### config.mk
export PLATFORM = sky130hd
export DESIGN_NAME = router_in_port_flat
export DESIGN_NICKNAME = d
export VERILOG_FILES = /design/src/rtl/router_pkg.sv /design/src/rtl/router_in_port_if.sv /design/src/rtl/router_pkt_fifo.sv /design/src/rtl/router_in_port.sv /design/src/flat_wrapper.sv
export SDC_FILE = /design/constraint.sdc
export NUM_CORES = 1
export LEC_CHECK = 0
export ABC_AREA = 1
export CAP_MARGIN = 20
export CORE_UTILIZATION = 50
export CTS_CLUSTER_SIZE = 16
export DETAILED_ROUTE_END_ITERATION = 12
export PLACE_DENSITY = 0.74
export SLEW_MARGIN = 20
export SYNTH_ARGS = -nofsm -noshare
export SYNTH_HDL_FRONTEND = slang
export SYNTH_SLANG_ARGS = --single-unit
### constraint.sdc
create_clock -name clock -period 7.33 [get_ports clock]
set_clock_uncertainty 0.1 [all_clocks]
set_input_delay 1.466 -clock clock [delete_from_list [all_inputs] [get_ports clock]]
set_output_delay 1.466 -clock clock [all_outputs]
set_load 0.02 [all_outputs]
### src/rtl/router_pkg.sv
// Shared types for the 8x8 router: packet word, input-parser states, saturating counter helper.
package router_pkg;
  localparam int DA_W = 4;
  localparam int PL_W = 32;

  typedef struct packed {
    logic [DA_W-1:0] da;
    logic [PL_W-1:0] data;
  } pkt_t;

  typedef enum logic [2:0] {SYNC, IDLE, ADDR, PAD, PAY, DRAIN, DONE} in_state_e;

  function automatic logic [7:0] sat_inc(input logic [7:0] v);
    return (v == 8'hFF) ? v : v + 8'd1;
  endfunction
endpackage

### src/rtl/router_in_port_if.sv
// Ingress serial lane plus parallel packet output handshake of one router input port.
interface router_in_port_if;
  import router_pkg::*;
  logic            frame_n;
  logic            valid_n;
  logic            di;
  logic            out_valid;
  logic            out_ready;
  logic [DA_W-1:0] out_da;
  logic [PL_W-1:0] out_data;

  modport master (output frame_n, valid_n, di, out_ready,
                  input  out_valid, out_da, out_data);
  modport slave  (input  frame_n, valid_n, di, out_ready,
                  output out_valid, out_da, out_data);
endinterface

### src/rtl/router_pkt_fifo.sv
// Show-ahead packet FIFO; head reads as zero when empty, push+pop on full keeps count.
module router_pkt_fifo
  import router_pkg::*;
#(
  parameter int DEPTH = 4
) (
  input  logic clock,
  input  logic reset_n,
  input  logic push_i,
  input  logic pop_i,
  input  pkt_t din_i,
  output pkt_t dout_o,
  output logic full_o,
  output logic empty_o
);
  localparam int AW = $clog2(DEPTH);

  pkt_t          mem_q [DEPTH];
  logic [AW:0]   wptr_q, rptr_q;
  logic          do_push, do_pop;

  assign empty_o = (wptr_q == rptr_q);
  assign full_o  = (wptr_q[AW] != rptr_q[AW]) && (wptr_q[AW-1:0] == rptr_q[AW-1:0]);
  assign do_pop  = pop_i && !empty_o;
  // a pop in the same cycle frees the slot the push needs; empty never bypasses
  assign do_push = push_i && (!full_o || do_pop);
  assign dout_o  = empty_o ? '0 : mem_q[rptr_q[AW-1:0]];

  always_ff @(posedge clock) begin
    if (!reset_n) begin
      wptr_q <= '0;
      rptr_q <= '0;
    end else begin
      if (do_push) wptr_q <= wptr_q + 1'b1;
      if (do_pop)  rptr_q <= rptr_q + 1'b1;
    end
  end

  always_ff @(posedge clock) begin
    if (do_push) mem_q[wptr_q[AW-1:0]] <= din_i;
  end
endmodule

### src/rtl/router_in_port.sv
// Router input port: serial frame parser feeding a packet FIFO.
// Define ROUTER_IN_STATS_EN to build the saturating err_cnt/drop_cnt counters.
module router_in_port
  import router_pkg::*;
#(
  parameter int DEPTH   = 4,
  parameter int MAX_PAD = 15
) (
  input  logic             clock,
  input  logic             reset_n,
  router_in_port_if.slave  lane,
  output logic             busy,
  output logic [7:0]       err_cnt,
  output logic [7:0]       drop_cnt
);
  localparam logic [2:0] ST_SYNC  = 3'(SYNC);
  localparam logic [2:0] ST_IDLE  = 3'(IDLE);
  localparam logic [2:0] ST_ADDR  = 3'(ADDR);
  localparam logic [2:0] ST_PAD   = 3'(PAD);
  localparam logic [2:0] ST_PAY   = 3'(PAY);
  localparam logic [2:0] ST_DRAIN = 3'(DRAIN);
  localparam logic [2:0] ST_DONE  = 3'(DONE);

  localparam int BW  = $clog2(PL_W);
  localparam int DAB = $clog2(DA_W);
  localparam int PW  = $clog2(MAX_PAD + 2);

  logic [2:0]      state_q, state_d;
  logic [DA_W-1:0] da_q, da_d;
  logic [PL_W-1:0] data_q, data_d;
  logic [BW-1:0]   bit_q, bit_d;
  logic [PW-1:0]   pad_q, pad_d;
  logic            err, push, drop, pop;
  logic            fifo_full, fifo_empty;
  pkt_t            pkt_in, head;

  always_comb begin
    state_d = state_q;
    da_d    = da_q;
    data_d  = data_q;
    bit_d   = bit_q;
    pad_d   = pad_q;
    err     = 1'b0;
    case (state_q)
      ST_SYNC: if (lane.frame_n) state_d = ST_IDLE;
      // DONE also starts the next frame so packets may run back-to-back
      ST_IDLE, ST_DONE: begin
        state_d = ST_IDLE;
        if (!lane.frame_n) begin
          da_d    = {{(DA_W-1){1'b0}}, lane.di};
          bit_d   = BW'(1);
          state_d = ST_ADDR;
        end
      end
      ST_ADDR: begin
        if (lane.frame_n) begin
          err     = 1'b1;
          state_d = ST_IDLE;
        end else begin
          da_d[bit_q[DAB-1:0]] = lane.di;
          bit_d = bit_q + BW'(1);
          if (bit_q == BW'(DA_W-1)) begin
            bit_d   = '0;
            pad_d   = '0;
            state_d = ST_PAD;
          end
        end
      end
      // first qualified bit in PAD is payload bit 0, handled exactly like PAY
      ST_PAD, ST_PAY: begin
        if (!lane.valid_n) begin
          data_d[bit_q] = lane.di;
          bit_d   = bit_q + BW'(1);
          state_d = ST_PAY;
          if (bit_q == BW'(PL_W-1)) begin
            state_d = lane.frame_n ? ST_DONE : ST_DRAIN;
            err     = !lane.frame_n;
          end else if (lane.frame_n) begin
            err     = 1'b1;
            state_d = ST_IDLE;
          end
        end else if (lane.frame_n) begin
          err     = 1'b1;
          state_d = ST_IDLE;
        end else if (state_q == ST_PAD) begin
          if (pad_q == PW'(MAX_PAD)) begin
            err     = 1'b1;
            state_d = ST_DRAIN;
          end else begin
            pad_d = pad_q + PW'(1);
          end
        end
      end
      ST_DRAIN: if (lane.frame_n) state_d = ST_IDLE;
      default:  state_d = ST_SYNC;
    endcase
  end

  always_ff @(posedge clock) begin
    if (!reset_n) begin
      state_q <= ST_SYNC;
      da_q    <= '0;
      data_q  <= '0;
      bit_q   <= '0;
      pad_q   <= '0;
    end else begin
      state_q <= state_d;
      da_q    <= da_d;
      data_q  <= data_d;
      bit_q   <= bit_d;
      pad_q   <= pad_d;
    end
  end

  assign busy   = (state_q != ST_SYNC) && (state_q != ST_IDLE);
  assign push   = (state_q == ST_DONE);
  assign pop    = !fifo_empty && lane.out_ready;
  assign drop   = push && fifo_full && !pop;
  assign pkt_in = '{da: da_q, data: data_q};

  router_pkt_fifo #(.DEPTH(DEPTH)) u_fifo (
    .clock   (clock),
    .reset_n (reset_n),
    .push_i  (push),
    .pop_i   (pop),
    .din_i   (pkt_in),
    .dout_o  (head),
    .full_o  (fifo_full),
    .empty_o (fifo_empty)
  );

  assign lane.out_valid = !fifo_empty;
  assign lane.out_da    = head.da;
  assign lane.out_data  = head.data;

`ifdef ROUTER_IN_STATS_EN
  logic [7:0] err_cnt_q, drop_cnt_q;

  always_ff @(posedge clock) begin
    if (!reset_n) begin
      err_cnt_q  <= '0;
      drop_cnt_q <= '0;
    end else begin
      if (err)  err_cnt_q  <= sat_inc(err_cnt_q);
      if (drop) drop_cnt_q <= sat_inc(drop_cnt_q);
    end
  end

  assign err_cnt  = err_cnt_q;
  assign drop_cnt = drop_cnt_q;
`else
  logic stats_unused;
  assign stats_unused = err | drop;
  assign err_cnt  = '0;
  assign drop_cnt = '0;
`endif
endmodule
### src/flat_wrapper.sv
// flat-port wrapper written by rule: the top's interface ports become plain ports
module router_in_port_flat import router_pkg::*;
#(
  parameter int DEPTH   = 4,
  parameter int MAX_PAD = 15
)
  (clock, reset_n, busy, err_cnt, drop_cnt, lane_frame_n, lane_valid_n, lane_di, lane_out_ready, lane_out_valid, lane_out_da, lane_out_data);
  router_in_port_if lane_i ();
  input  logic clock;
  input  logic reset_n;
  output logic busy;
  output logic [7:0] err_cnt;
  output logic [7:0] drop_cnt;
  input wire logic [$bits(lane_i.frame_n)-1:0] lane_frame_n;
  input wire logic [$bits(lane_i.valid_n)-1:0] lane_valid_n;
  input wire logic [$bits(lane_i.di)-1:0] lane_di;
  input wire logic [$bits(lane_i.out_ready)-1:0] lane_out_ready;
  output wire logic [$bits(lane_i.out_valid)-1:0] lane_out_valid;
  output wire logic [$bits(lane_i.out_da)-1:0] lane_out_da;
  output wire logic [$bits(lane_i.out_data)-1:0] lane_out_data;
  assign lane_i.frame_n = lane_frame_n;
  assign lane_i.valid_n = lane_valid_n;
  assign lane_i.di = lane_di;
  assign lane_i.out_ready = lane_out_ready;
  assign lane_out_valid = lane_i.out_valid;
  assign lane_out_da = lane_i.out_da;
  assign lane_out_data = lane_i.out_data;
  router_in_port #(.DEPTH(DEPTH), .MAX_PAD(MAX_PAD)) u_core (.clock(clock), .reset_n(reset_n), .lane(lane_i), .busy(busy), .err_cnt(err_cnt), .drop_cnt(drop_cnt));
endmodule
==> impl_metrics.ini, run 1 <==
[pwr]
ir_drop_uv = 191
seqPwrFrac = 0.526
power_density_mw_per_mm2 = 234
clockPowerShare = 0.420
p_comb_frac = 0.055
swShare = 0.225
p_leak_nw = 3.77
p_sw_mw = 0.524
internal_power_mw = 1.80

[setup_path]
worst_path_max_delay_cell = clkdlybuf4s50_1
endpoint = lane_out_data[21]
reg2reg_from = u_core.state_q[2]
critPathKind = flop to output port
worst_setup_path_start_kind = flop
slowest_delay_ns = 0.59
cp_max_fo = 48
reg2regPathDepth = 5
r2r_end = u_core.u_fifo.mem_q[3][34]
crit_arrival_ns = 2.84
required_ns = 5.76
worstSetupEndpointType = output port
r2r_slack_ns = 5.03
crit_chain = inv_2 -> buf_4 -> nor2_1 -> o32ai_1 -> nand2_1 -> inv_1 -> clkdlybuf4s50_1

[drt]
first_pass_iters = 5
wl_per_cell_um = 15.4
drc = 0
drt_iter0_markers = 530
dr_total_vias = 6110
antenna_left = 0
wl_mm = 17.5
viasPerCell = 5.38

[global_route]
grt_pass1_vias = 5555
grt_max_degree = 73
antenna_found_initial = 0
grt_pass1_wl_mm = 28.4
grt_usage = 0.199
grt-ovfl-total = 0

[clock_network]
cts_made_buffers = 21
clock_latency_ns = 0.50
clockRootBuffer = clkbuf_16
cts_buffer_depth = 3
ctsResizeCount = 0
cts_tree = done
hold_buffers = 0
numClockSinks = 201
htreeDepth = 1
cts.reportedPaths.clkPinSlew_ns = 0.06
cts_setup_buffers = 0

[synth]
syn_area_per_cell_sq_um = 10.0
synth_seq_cells = 201
ys_warn_count = 0
ys_seq_area_frac = 0.627
yosysUniqueCellTypes = 35
syn-cell-area_sq_mm = 0.00871
synthCells = 868

[placed_design]
port_buffers = 43
place.gp.congestion = 0.826
dp_hpwl_mm = 10.0
pre_cts_ws_ns = 3.39

[cells_and_area]
areaGrowthSynthToFinish_pct = 13.9
final_nets = 921
n_antenna_cell = 0
drive_gt1_frac = 0.0764
fin_util = 0.590

[timing]
fin_ws_ns = 2.92
tightest_slew_ns = 0.820
fin_crit_ns = 4.41
rsz0062_at_grt = false
clock.fmax_mhz = 227
maxSlewHeadroom = 0.449
min_period_over_period = 0.601
setup_viol = 0
finalSetupTns_ns = 0
finalMaxSlewViolations = 0
hold_viol_final = 0

[floorplan]
rows = 47
io_pins = 60
chipWidth_um = 134
initial_utilization = 0.518
die_h_um = 134
die_area_sq_mm = 0.0180
coreArea_sq_mm = 0.0168

[outcome]
status = finished, final reports clean

[worst_hold_path]
hp-class = flop to flop

[flow_run]
maxCapViolCount = 0
==> state kept, by name, summed over array words and instances (netlist names), named ones only <==
name and cells:
u_core.bit_q 5, u_core.u_fifo.wptr_q 3, u_core.state_q 3, u_core.data_q 32, u_core.u_fifo.mem_q 144, u_core.pad_q 5
u_core.da_q 4, u_core.u_fifo.rptr_q 3
==> metal layers <==
metal  track usage  share of wire  vias to the layer above  routed length [um]
li1              -              -                     3006                   -
met3        0.0314          0.055                       27                 963
met1         0.271           0.44                     2911                7640
met4        0.0556          0.016                        0                 285
met5             0              0                        -                   0
met2         0.333           0.49                      166                8590
==> synthesized netlist by cell type (all sizes together) <==
cell type | n | area share
o211ai | 1 | 0.00086
inv | 78 | 0.034
clkbuf | 34 | 0.015
dfxtp | 57 | 0.13
nor2 | 161 | 0.074
ha | 14 | 0.020
nand2 | 121 | 0.054
xor2 | 5 | 0.0050
clkinv | 2 | 0.00086
o21bai | 1 | 0.00086
conb | 1 | 0.00043
a21oi | 48 | 0.028
o21ai | 73 | 0.042
xnor2 | 1 | 0.0010
nand3 | 52 | 0.031
buf | 24 | 0.019
or2 | 2 | 0.0014
o32ai | 36 | 0.036
nor3 | 9 | 0.0057
nand3b | 1 | 0.00086
edfxtp | 144 | 0.50
nand4 | 3 | 0.0022
==> final cells by class <==
type / count / area, sq um
inverter: 80 / 303
fill: 1444 / 6890
multi-input combinational: 544 / 2740
clock inverter: 10 / 62.6
clock buffer: 28 / 572
tap: 220 / 275
sequential: 201 / 5470
timing repair buffer: 53 / 505
==> cells by family (layout without fill, tap and decap cells) <==
logic type                 Yosys count  in the layout  share of synthesized area
AOI/OAI and AO/OA                  159            159                      0.108
and+or+nand+nor                    349            349                      0.170
DFF                                201            201                      0.627
other                                1             16                   0.000430
xor gates and xnor gates             6              6                    0.00603
buffers and inverters              138            171                     0.0684
adders and majority gates           14             14                     0.0201
==> power groups by stage <==
stage	Combinational (mW)	Sequential (mW)	Clock, mW
5_1_grt	0.143	1.22	1.03
2_1_floorplan	0.104	1.24	0
3_3_place_gp	0.124	1.25	0
4_1_cts	0.127	1.22	0.987
3_5_place_dp	0.126	1.25	0
6_report	0.128	1.22	0.975
==> layout by cell type (no fill, tap or decap), types with 2 or more instances in the layout <==
| master | n |
|---|---|
| clkinv_4 | 2 |
| inv_2 | 2 |
| nand3_1 | 51 |
| conb_1 | 16 |
| clkinv_1 | 3 |
| nand2_1 | 115 |
| o21ai_0 | 71 |
| nand4_1 | 3 |
| o32ai_1 | 36 |
| nor2_2 | 2 |
| inv_1 | 75 |
| clkbuf_8 | 2 |
| ha_1 | 14 |
| clkinv_2 | 5 |
| nand2_2 | 6 |
| edfxtp_1 | 144 |
| clkbuf_1 | 5 |
| nor2_1 | 150 |
| buf_4 | 10 |
| or2_2 | 2 |
| xor2_1 | 5 |
| nor2_4 | 9 |
| a21oi_1 | 47 |
| clkbuf_16 | 21 |
| dfxtp_1 | 55 |
| dfxtp_2 | 2 |
| nor3_1 | 8 |
| clkdlybuf4s50_1 | 43 |
==> critical path, delay by kind of cell, from the launching register on <==
family / cells / cell delay [ns]
buffers and inverters: 4 / 1.51
AOI/OAI and AO/OA: 1 / 0.33
DFF: 1 / 0.32
and+or+nand+nor: 2 / 0.16
==> how the worst min path moves through the flow <==
stage                     cells past startpoint             start  slack [ns]                        end
after detailed placement                      2   u_core.pad_q[3]        0.38            u_core.pad_q[3]
after global routing                          0  u_core.data_q[3]        0.41  u_core.u_fifo.mem_q[3][3]
after floorplan                               0  u_core.data_q[0]        0.35  u_core.u_fifo.mem_q[0][0]
after global placement                        2   u_core.pad_q[3]        0.37            u_core.pad_q[3]
after CTS                                     2   u_core.pad_q[3]        0.39            u_core.pad_q[3]
final                                         2   u_core.pad_q[3]        0.40            u_core.pad_q[3]
==> metrics by stage <==
step | cell area [sq um] | power (mW) | hold slack [ns] | cells
final | 9920 | 2.32 | 0.395 | 1136
after global placement | 9290 | 1.37 | 0.373 | 1098
after global routing | 9920 | 2.40 | 0.414 | 1136
after detailed placement | 9290 | 1.37 | 0.384 | 1098
after floorplan | 8770 | 1.34 | 0.354 | 883
after CTS | 9920 | 2.33 | 0.392 | 1136
Note: power is estimated with default switching activity, not from simulation.
==> inputs of run 2 (changes only) <==
- PLACE_DENSITY: 0.74 -> 0.77
- clock period: 7.33 -> 3.9 ns (I/O delays scaled with it)
==> run 2 against run 1 <==
  * Cell count grew 0.26%
  * Largest power group unchanged
  * Worst hold slack lost 0.010 ns
  * Global-route usage grew 0.53 points
  * Critical endpoint is now lane_out_data[24]
  * Critical path type unchanged
  * Utilization grew 0.30 points
  * Sequential share of layout area shrank 0.28 points
  * Critical path depth shrank 1
  * Total power grew 86%
  * Wire length grew 2.4%
  * Combinational power grew 90%
  * Setup slack lost 2.5 ns
  * Highest routed layer unchanged
  * Sequential cell count is the same
  * Clock power grew 84%
==> impl_metrics.ini, run 2 (same netlist as run 1, synthesis figures left out) <==
[pwr]
power_density_mw_per_mm2 = 434
seqPwrFrac = 0.530
ir_drop_uv = 273
p_comb_frac = 0.056
p_sw_mw = 0.952
clockPowerShare = 0.414
swShare = 0.220
internal_power_mw = 3.38
p_leak_nw = 3.79

[setup_path]
slowest_delay_ns = 0.59
r2r_slack_ns = 1.65
reg2reg_from = u_core.state_q[2]
r2r_end = u_core.u_fifo.mem_q[2][9]
critPathKind = flop to output port
worst_setup_path_start_kind = flop
crit_arrival_ns = 2.63
crit_chain = buf_4 -> nor2_1 -> o32ai_1 -> nand2_1 -> inv_1 -> clkdlybuf4s50_1
reg2regPathDepth = 5
required_ns = 3.02
worstSetupEndpointType = output port
worst_path_max_delay_cell = clkdlybuf4s50_1
cp_max_fo = 72

[cells_and_area]
fin_util = 0.593
areaGrowthSynthToFinish_pct = 14.5
layout_commonest_cell = nor2_1
final_cell_mix = nor2_1 (150), edfxtp_1 (144), nand2_1 (115)
drive_gt1_frac = 0.0773
largest_register_ffs = 144
fin_area_sq_mm = 0.00997
n_antenna_cell = 0
final_nets = 925

[clock_network]
numClockSinks = 201
cts_tree = done
ctsResizeCount = 0
cts_buffer_depth = 3
htreeDepth = 1
hold_buffers = 0
cts.reportedPaths.clkPinSlew_ns = 0.06
clock_latency_ns = 0.49
clockRootBuffer = clkbuf_16
cts_made_buffers = 21
cts_setup_buffers = 0

[timing]
fin_crit_ns = 3.51
tightest_slew_ns = 0.776
min_period_over_period = 0.900
fin_ws_ns = 0.391
setup_viol = 0
clock.fmax_mhz = 285
hold_viol_final = 0
maxSlewHeadroom = 0.479
rsz0062_at_grt = false
finalMaxSlewViolations = 0
finalSetupTns_ns = 0

[drt]
viasPerCell = 5.46
wl_mm = 17.9
dr_total_vias = 6220
drt_iter0_markers = 495
drc = 0
first_pass_iters = 5
antenna_left = 0
wl_per_cell_um = 15.7

[global_route]
met3_usage = 0.0287
grt_pass1_wl_mm = 29.3
grt_use_met1 = 0.276
grt_max_degree = 73
grtUsageMet2 = 0.350
antenna_found_initial = 0
grt-ovfl-total = 0
top_usage_layer = met2
grt_usage = 0.205
grt_pass1_vias = 5858

[floorplan]
rows = 47
die_h_um = 134
chipWidth_um = 134
die_area_sq_mm = 0.0180
initial_utilization = 0.518
coreArea_sq_mm = 0.0168
io_pins = 60

[placed_design]
postPlaceCellArea_sq_mm = 0.00936
place.gp.congestion = 0.835
pre_cts_ws_ns = 0.837
dp_hpwl_mm = 11.1
port_buffers = 43

[flow_run]
maxCapViolCount = 0

[worst_hold_path]
whs_endpoint = u_core.pad_q[3]
min-delay-start = u_core.pad_q[3]
hold_path_depth = 2
hp-class = flop to flop

[outcome]
status = finished, final reports clean
==> run 2: changes by cell type in the layout (fill, tap and decap cells not counted) <==
cell	delta
clkbuf_1	+2
buf_12	+3
buf_4	+1
clkinvlp_4	-1
clkinv_4	-2
==> run 2: power by group through the flow <==
stage / clock network [mW] / logic [mW] / registers, mW
after detailed placement: 0 / 0.238 / 2.34
after global routing: 1.91 / 0.270 / 2.30
after floorplan: 0 / 0.196 / 2.33
after CTS: 1.82 / 0.241 / 2.30
final: 1.79 / 0.243 / 2.30
after global placement: 0 / 0.235 / 2.34
==> run 2: cell type report <==
type                       count  area (sq um)
clock buffer                  30           579
clock inverter                 7          37.5
fill                        1416          6840
inverter                      80           303
multi-input combinational    544          2740
sequential                   201          5470
tap                          220           275
timing repair buffer          57           573
==> run 2: through the flow <==
| step | cells | power (mW) | hold slack, ns |
|---|---|---|---|
| 2_1_floorplan | 883 | 2.52 | 0.354 |
| 3_3_place_gp | 1102 | 2.58 | 0.367 |
| 3_5_place_dp | 1102 | 2.58 | 0.378 |
| 4_1_cts | 1139 | 4.36 | 0.387 |
| 5_1_grt | 1139 | 4.48 | 0.413 |
| 6_report | 1139 | 4.33 | 0.385 |
==> run 2: critical path: cells and delay by family (launching register included) <==
family,cells,cell delay (ns)
compound gates,1,0.34
buf+inv,3,1.20
flops,1,0.33
simple gates,2,0.25
==> run 2: layer usage <==
layer / vias to the layer above / wire [um]
met5: - / 0
met1: 3004 / 7750
met3: 23 / 902
met2: 187 / 8970
li1: 3006 / -
met4: 0 / 274
==> run 2: worst max path at each step <==
stage / endpoint / startpoint / slack (ns)
after floorplan: u_core.u_fifo.mem_q[0][0] / lane_out_ready / 0.77
after global placement: lane_out_data[1] / flop / 0.91
after detailed placement: lane_out_data[24] / flop / 0.84
after CTS: lane_out_data[24] / flop / 0.33
after global routing: lane_out_data[16] / flop / 0.24
final: lane_out_data[24] / flop / 0.39
